### src/rtl/fetch_seq_ctrl_pkg.sv
// Shared definitions for the fetch sequencer: FSM encoding, parameter defaults, alignment helper.
package fetch_seq_ctrl_pkg;

    typedef enum logic [1:0] {
        ST_REQ  = 2'd0,
        ST_WAIT = 2'd1,
        ST_OUT  = 2'd2,
        ST_KILL = 2'd3
    } fetch_state_e;

    localparam logic [31:0] RESET_PC_DEFAULT  = 32'h0000_3000;
    localparam logic [31:0] NOP_INSTR_DEFAULT = 32'h0000_0000;

    function automatic logic is_misaligned(input logic [31:0] addr);
        return addr[1:0] != 2'b00;
    endfunction

endpackage

### src/rtl/fetch_seq_ctrl.sv
// Fetch sequencer: owns the PC, issues single outstanding imem requests, buffers one instruction.
// Optional misaligned-fetch trap (if_adel port) enabled by defining FETCH_ALIGN_CHK_EN.
module fetch_seq_ctrl
    import fetch_seq_ctrl_pkg::*;
#(
    parameter logic [31:0] RESET_PC  = RESET_PC_DEFAULT,
    parameter logic [31:0] NOP_INSTR = NOP_INSTR_DEFAULT
) (
    input  logic        clk,
    input  logic        reset,
    input  logic        stall,
    input  logic [31:0] npc_in,
    input  logic        flush,
    input  logic [31:0] flush_pc,
    output logic        imem_req,
    output logic [31:0] imem_addr,
    input  logic        imem_gnt,
    input  logic        imem_rvalid,
    input  logic [31:0] imem_rdata,
    output logic        if_valid,
    output logic [31:0] if_pc,
    output logic [31:0] if_pca4,
    output logic [31:0] if_instr
`ifdef FETCH_ALIGN_CHK_EN
    ,
    output logic        if_adel
`endif
);

    fetch_state_e state_q, state_n;
    logic [31:0]  pc_q, pc_n;
    logic [31:0]  instr_q, instr_n;
`ifdef FETCH_ALIGN_CHK_EN
    logic         adel_q, adel_n;
`endif

    // NOTE: every always_comb output gets a default first so no path leaves it unassigned (no latch).
    always_comb begin
        state_n = state_q;
        pc_n    = pc_q;
        instr_n = instr_q;

        case (state_q)
            ST_REQ: begin
                if (flush) begin
                    pc_n    = flush_pc;
                    state_n = imem_gnt ? ST_KILL : ST_REQ;
                end else if (imem_gnt) begin
                    state_n = ST_WAIT;
                end
            end
            ST_WAIT: begin
                if (flush) begin
                    pc_n    = flush_pc;
                    state_n = imem_rvalid ? ST_REQ : ST_KILL;
                end else if (imem_rvalid) begin
                    instr_n = imem_rdata;
                    state_n = ST_OUT;
                end
            end
            ST_OUT: begin
                if (flush) begin
                    pc_n    = flush_pc;
                    state_n = ST_REQ;
                end else if (!stall) begin
                    pc_n    = npc_in;
                    state_n = ST_REQ;
                end
            end
            ST_KILL: begin
                // The killed response must still be drained; a simultaneous flush only retargets pc.
                if (flush) pc_n = flush_pc;
                if (imem_rvalid) state_n = ST_REQ;
            end
            default: state_n = ST_REQ;
        endcase

`ifdef FETCH_ALIGN_CHK_EN
        adel_n = (state_n == ST_OUT) ? adel_q : 1'b0;
        // A misaligned target never reaches memory; it is presented to decode as a trapping NOP.
        if (state_n == ST_REQ && is_misaligned(pc_n)) begin
            state_n = ST_OUT;
            instr_n = NOP_INSTR;
            adel_n  = 1'b1;
        end
`endif
    end

    // NOTE: sequential state uses non-blocking assignments so all registers update from pre-edge values.
    always_ff @(posedge clk) begin
        if (reset) begin
            state_q <= ST_REQ;
            pc_q    <= RESET_PC;
            instr_q <= NOP_INSTR;
`ifdef FETCH_ALIGN_CHK_EN
            adel_q  <= 1'b0;
`endif
        end else begin
            state_q <= state_n;
            pc_q    <= pc_n;
            instr_q <= instr_n;
`ifdef FETCH_ALIGN_CHK_EN
            adel_q  <= adel_n;
`endif
        end
    end

    // Request is masked during reset so the first request appears the cycle after release.
    assign imem_req = (state_q == ST_REQ) && !reset;
`ifdef FETCH_ALIGN_CHK_EN
    assign imem_addr = pc_q;
    assign if_adel   = adel_q;
`else
    assign imem_addr = {pc_q[31:2], 2'b00};
`endif
    assign if_valid = (state_q == ST_OUT);
    assign if_pc    = pc_q;
    assign if_pca4  = pc_q + 32'd4;
    assign if_instr = instr_q;

endmodule
### config.mk
export PLATFORM = sky130hd
export DESIGN_NAME = fetch_seq_ctrl
export DESIGN_NICKNAME = d
export VERILOG_FILES = /design/src/rtl/fetch_seq_ctrl_pkg.sv /design/src/rtl/fetch_seq_ctrl.sv
export SDC_FILE = /design/constraint.sdc
export NUM_CORES = 1
export LEC_CHECK = 0
export CELL_PAD_IN_SITES_DETAIL_PLACEMENT = 2
export CELL_PAD_IN_SITES_GLOBAL_PLACEMENT = 2
export CORE_MARGIN = 10
export CORE_UTILIZATION = 29
export DETAILED_ROUTE_END_ITERATION = 12
export DONT_BUFFER_PORTS = 1
export HOLD_SLACK_MARGIN = 0.02
export MAX_ROUTING_LAYER = met4
export PLACE_DENSITY_LB_ADDON = 0.1
export RECOVER_POWER = 100
export REMOVE_ABC_BUFFERS = 1
export SLEW_MARGIN = 20
export SYNTH_ARGS = -nofsm -noshare
export SYNTH_HDL_FRONTEND = slang
export SYNTH_SLANG_ARGS = --single-unit
### constraint.sdc
create_clock -name clk -period 1.9 [get_ports clk]
set_input_delay 0.38 -clock clk [delete_from_list [all_inputs] [get_ports clk]]
set_output_delay 0.38 -clock clk [all_outputs]
set_load 0.03 [all_outputs]
== After elaboration in Yosys (flattened, before gate mapping) ==
Cells that the tools add are included.
Cells by class
  reductions and logical operators: 7
  muxes and demuxes: 14
  $add $sub $neg: 1
  bitwise logic cells: 1
  eq/ne operators: 8
Operators by type and width (count)
  32-bit 2-to-1 mux: 3
  32-bit one-hot mux with 2 select lines: 1
  32-bit by 3-bit adder with 32-bit output, second input constant: 1
  2-bit 2-to-1 mux: 9
  3-bit inequality test, second input constant: 3
  2-bit one-hot mux with 4 select lines: 1
  2-bit == test, second input constant: 2
  4-bit AND reduction: 1
  3-bit AND reduction: 1
  3-bit OR reduction: 1
  2-bit by 1-bit == test with 1-bit output, second input constant: 1
  2-bit zero test: 1
  2-bit by 1-bit inequality test with 1-bit output, second input constant: 1
  2-bit inequality test, second input constant: 1
  2-bit AND reduction: 1
  1-bit logical AND: 1
  1-bit zero test: 1
  1-bit NOT: 1
Storage, ports and cells
  bits of input ports: 102
  register bits after elaboration: 66
  word-level logic and storage cells: 34
  output and inout bits: 130

== Longest topological paths before layout ==
  depth in word-level cells: 4
  depth in mapped cells: 7

== Worst setup path before layout ==
No wires, ideal clock.
  kind: register -> output
  start: register pc_q[4], in the netlist if_pc[4]
  end: output port if_pca4[14]
  path buffers: 1
  cell stages (with the launch flop): 6
  setup slack: -0.603 ns
  arrival: 2.123 ns
  data required time: 1.520 ns
  cell sequence: dfxtp_1 -> and4_1 -> and4_1 -> buf_6 -> or3b_1 -> xnor2_1
On the way
  longest elaborated chain between the ends: 1
RTL lines
  from (decl): RTL line fetch_seq_ctrl.sv:31  | logic [31:0] pc_q, pc_n;
  from (signal assigned): RTL line fetch_seq_ctrl.sv:100  | pc_q <= pc_n;
  32-bit by 3-bit adder with 32-bit output: RTL line fetch_seq_ctrl.sv:118  | assign if_pca4 = pc_q + 32'd4;
  to (decl): RTL line fetch_seq_ctrl.sv:22  | output logic [31:0] if_pca4,
Every way passes these cells.

== Worst setup path in the final report ==
  start: register pc_q[3], in the netlist if_pc[3]
  end: output port if_pca4[14]
Same word-level chain as after synthesis.

==> flow_metrics.py <==
metrics = {
    "status": {
        "status": "complete, but fails checks",
        "violations": "negative setup slack",
    },
    "routing": {
        "ant_nets": 0,
        "wl_um": 13400,
        "drc": 0,
        "first_pass_iters": 4,
        "via_per_inst": 5.06,
        "wl_per_cell_um": 21.8,
        "vias": 3105,
        "drtIter0Drc": 104,
    },
    "power_and_ir_drop": {
        "ir_drop_mv": 0.404,
        "p_leak_nw": 1.94,
        "total_power_mw": 3.85,
        "cellPowerDensity_mw_per_mm2": 841,
    },
    "logic_synthesis": {
        "ys_ff_latch": 66,
        "synth_top_family_by_area": "simple AND/OR/NAND/NOR gates",
        "synth_xor_area_frac": 0.0724,
        "ys_dominant_reg_cell": "dfxtp_1",
        "synth_edf_count": 0,
        "syn_area_per_cell_um2": 8.43,
        "synthSimpleGateAreaFrac": 0.204,
        "async_flop_share": 0,
        "synth_cells": 416,
        "synthMuxAreaShare": 0.170,
        "synth.yosys.warnings": 0,
        "ys_seq_area_frac": 0.377,
        "netlist_area_mm2": 0.00351,
        "synthAdderAreaFrac": 0.00357,
        "ys_types": 31,
        "synth-compound-area-share": 0.0649,
    },
    "timing": {
        "worst_pin_slew_ns": 0.602,
        "fin_crit_ns": 2.40,
        "fin_hold_ws_ns": 0.114,
        "fmax_ghz": 0.416,
        "period_share": 1.26,
        "finalWorstSetupSlack_ns": -0.502,
        "rsz0062_at_grt": "yes",
        "skew_ns": 0.00489,
        "finalHoldViolCount": 0,
        "slew-limit-headroom": 0.598,
        "report.final.slew_viol_count": 0,
        "setup_violations": 22,
        "fin_tns_setup_ns": -8.49,
    },
    "critical_path": {
        "worst-setup-path-type": "register to primary output",
        "end_kind": "primary output",
        "r2r-start": "state_q[1]",
        "critPathSlowestCell": "dfxtp_2",
        "cp-startpoint": "if_pc[3]",
        "cp_common_cell": "buf_4",
        "critical_path_arrival_ns": 2.02,
        "cp_num_buf_inv": 3,
        "path_cells": "buf_4, ha_2, and4_4, buf_6, or3b_1, xnor2_1, buf_4",
        "crit_required_ns": 1.52,
        "worstPathMaxFanout": 4,
        "critPathLaunchType": "register",
        "critPathTopFamily": "simple AND/OR/NAND/NOR gates",
        "max_stage_delay_ns": 0.35,
    },
    "clock_tree": {
        "clk_pin_slew_worst_paths_ns": 0.06,
        "cts_tree": "built",
        "cts-root-buf": "clkbuf_16",
        "cts_buffers": 9,
        "cts_htree_levels": 3,
        "cts_buffer_depth": 2,
        "clock-sinks": 66,
        "insertion_delay_ns": 0.32,
    },
    "min_path": {
        "min_from": "reset",
        "hold_path_class": "primary input to register",
    },
    "job": {
        "max_cap_viol_count": 0,
    },
    "global_route": {
        "grt-ovfl-total": 0,
        "antenna_found_initial": 1,
        "grt_pass1_vias": 3459,
        "grtUsageTotal": 0.155,
        "grt_max_degree": 68,
        "grt_pass1_wl_um": 19600,
    },
    "placement": {
        "port_buffers": 0,
        "hpwlAfterDp_um": 9940,
        "routabilityCongestion": 0.729,
        "dp.cells": 585,
        "dpl_cell_area_mm2": 0.00393,
        "place_ws_ns": -0.266,
    },
    "final_layout": {
        "fin_cells": 614,
        "drive_gt1_frac": 0.352,
        "n_fill_cell": 1325,
        "design_area_mm2": 0.00457,
        "final_nets": 564,
        "syn2layout_area_growth_pct": 30.4,
        "final_cell_mix": "nand2_1 (69), buf_4 (69), dfxtp_1 (60), nor2_1 (37), a21oi_1 (35)",
        "utilization": 0.384,
    },
    "floorplan": {
        "coreArea_mm2": 0.0119,
        "num_io_pins": 232,
        "start_util": 0.294,
        "die_w_um": 130,
        "fp-row-count": 40,
        "die_h_um": 130,
        "dieArea_mm2": 0.0169,
    },
}
Yosys cell counts (all sizes together) (2+ instances only):
cell     n  share of area
a211oi   3         0.0064
a21o     2         0.0043
a21oi   35          0.050
and3     3         0.0054
and4     3         0.0075
buf     43          0.087
clkbuf  15          0.016
dfxtp   66           0.38
inv      4         0.0043
mux2    28          0.090
mux2i   28          0.080
nand2   75          0.080
nand2b   2         0.0036
nand3    9          0.013
nand4   13          0.023
nor2    38          0.041
nor2b    4         0.0071
nor3     5         0.0071
nor4     2         0.0071
o21ai    3         0.0043
xnor2   26          0.065
xor2     3         0.0075
per-layer routing:
| layer | vias up | track usage | wire, um |
|---|---|---|---|
| li1 | 1457 | - | - |
| met1 | 1501 | 0.159 | 5220 |
| met2 | 137 | 0.253 | 6590 |
| met3 | 10 | 0.0771 | 1430 |
| met4 | 0 | 0.0516 | 148 |
| met5 | - | - | 0 |
report_power, final:
part | switching [mW] | internal [mW] | total, mW | leakage [nW]
Sequential | 0.0863 | 1.45 | 1.54 | 0.542
Combinational | 0.515 | 0.298 | 0.813 | 1.27
Clock | 0.585 | 0.913 | 1.50 | 0.133
final cells by class:
| class | instances | area [um^2] | area share |
|---|---|---|---|
| antenna | 1 | 2.50 | 0.000547 |
| multi-input combinational | 289 | 1970 | 0.431 |
| inverter | 4 | 15.0 | 0.00328 |
| tap | 147 | 184 | 0.0402 |
| clock buffer | 13 | 250 | 0.0547 |
| timing repair buffer | 91 | 806 | 0.176 |
| clock inverter | 3 | 15.0 | 0.00328 |
| sequential | 66 | 1330 | 0.290 |
path summary, 6_finish.rpt:
kind	depth (start not counted)	end	slack, ns
min reg2reg	2	if_instr[1]	0.60
min	1	if_instr[8]	0.11
max	7	if_pca4[14]	-0.50
max reg2reg	5	if_pc[8]	0.16
sequential cells by signal (all words and copies together) (netlist names):
name	cells
if_pc	32
state_q	2
if_instr	32
repair_timing:
item,4_1_cts,5_1_grt
endpoints found under the hold margin,0,0
setup buffers,5,9
hold buffers,0,0
setup endpoints to repair,24,25
pin swaps,11,19
gates cloned,0,0
resized for setup,24,46
cells by family (layout without fill, tap and decap cells):
kind of cell    after synthesis  count (layout)
flops                        66              66
buf+inv                      62             111
compound gates               43              43
simple gates                158             158
fa+ha+maj                     1               1
xor+xnor                     29              29
mux                          56              56
other cells                   1               3
Note: power is estimated with default switching activity, not from simulation.
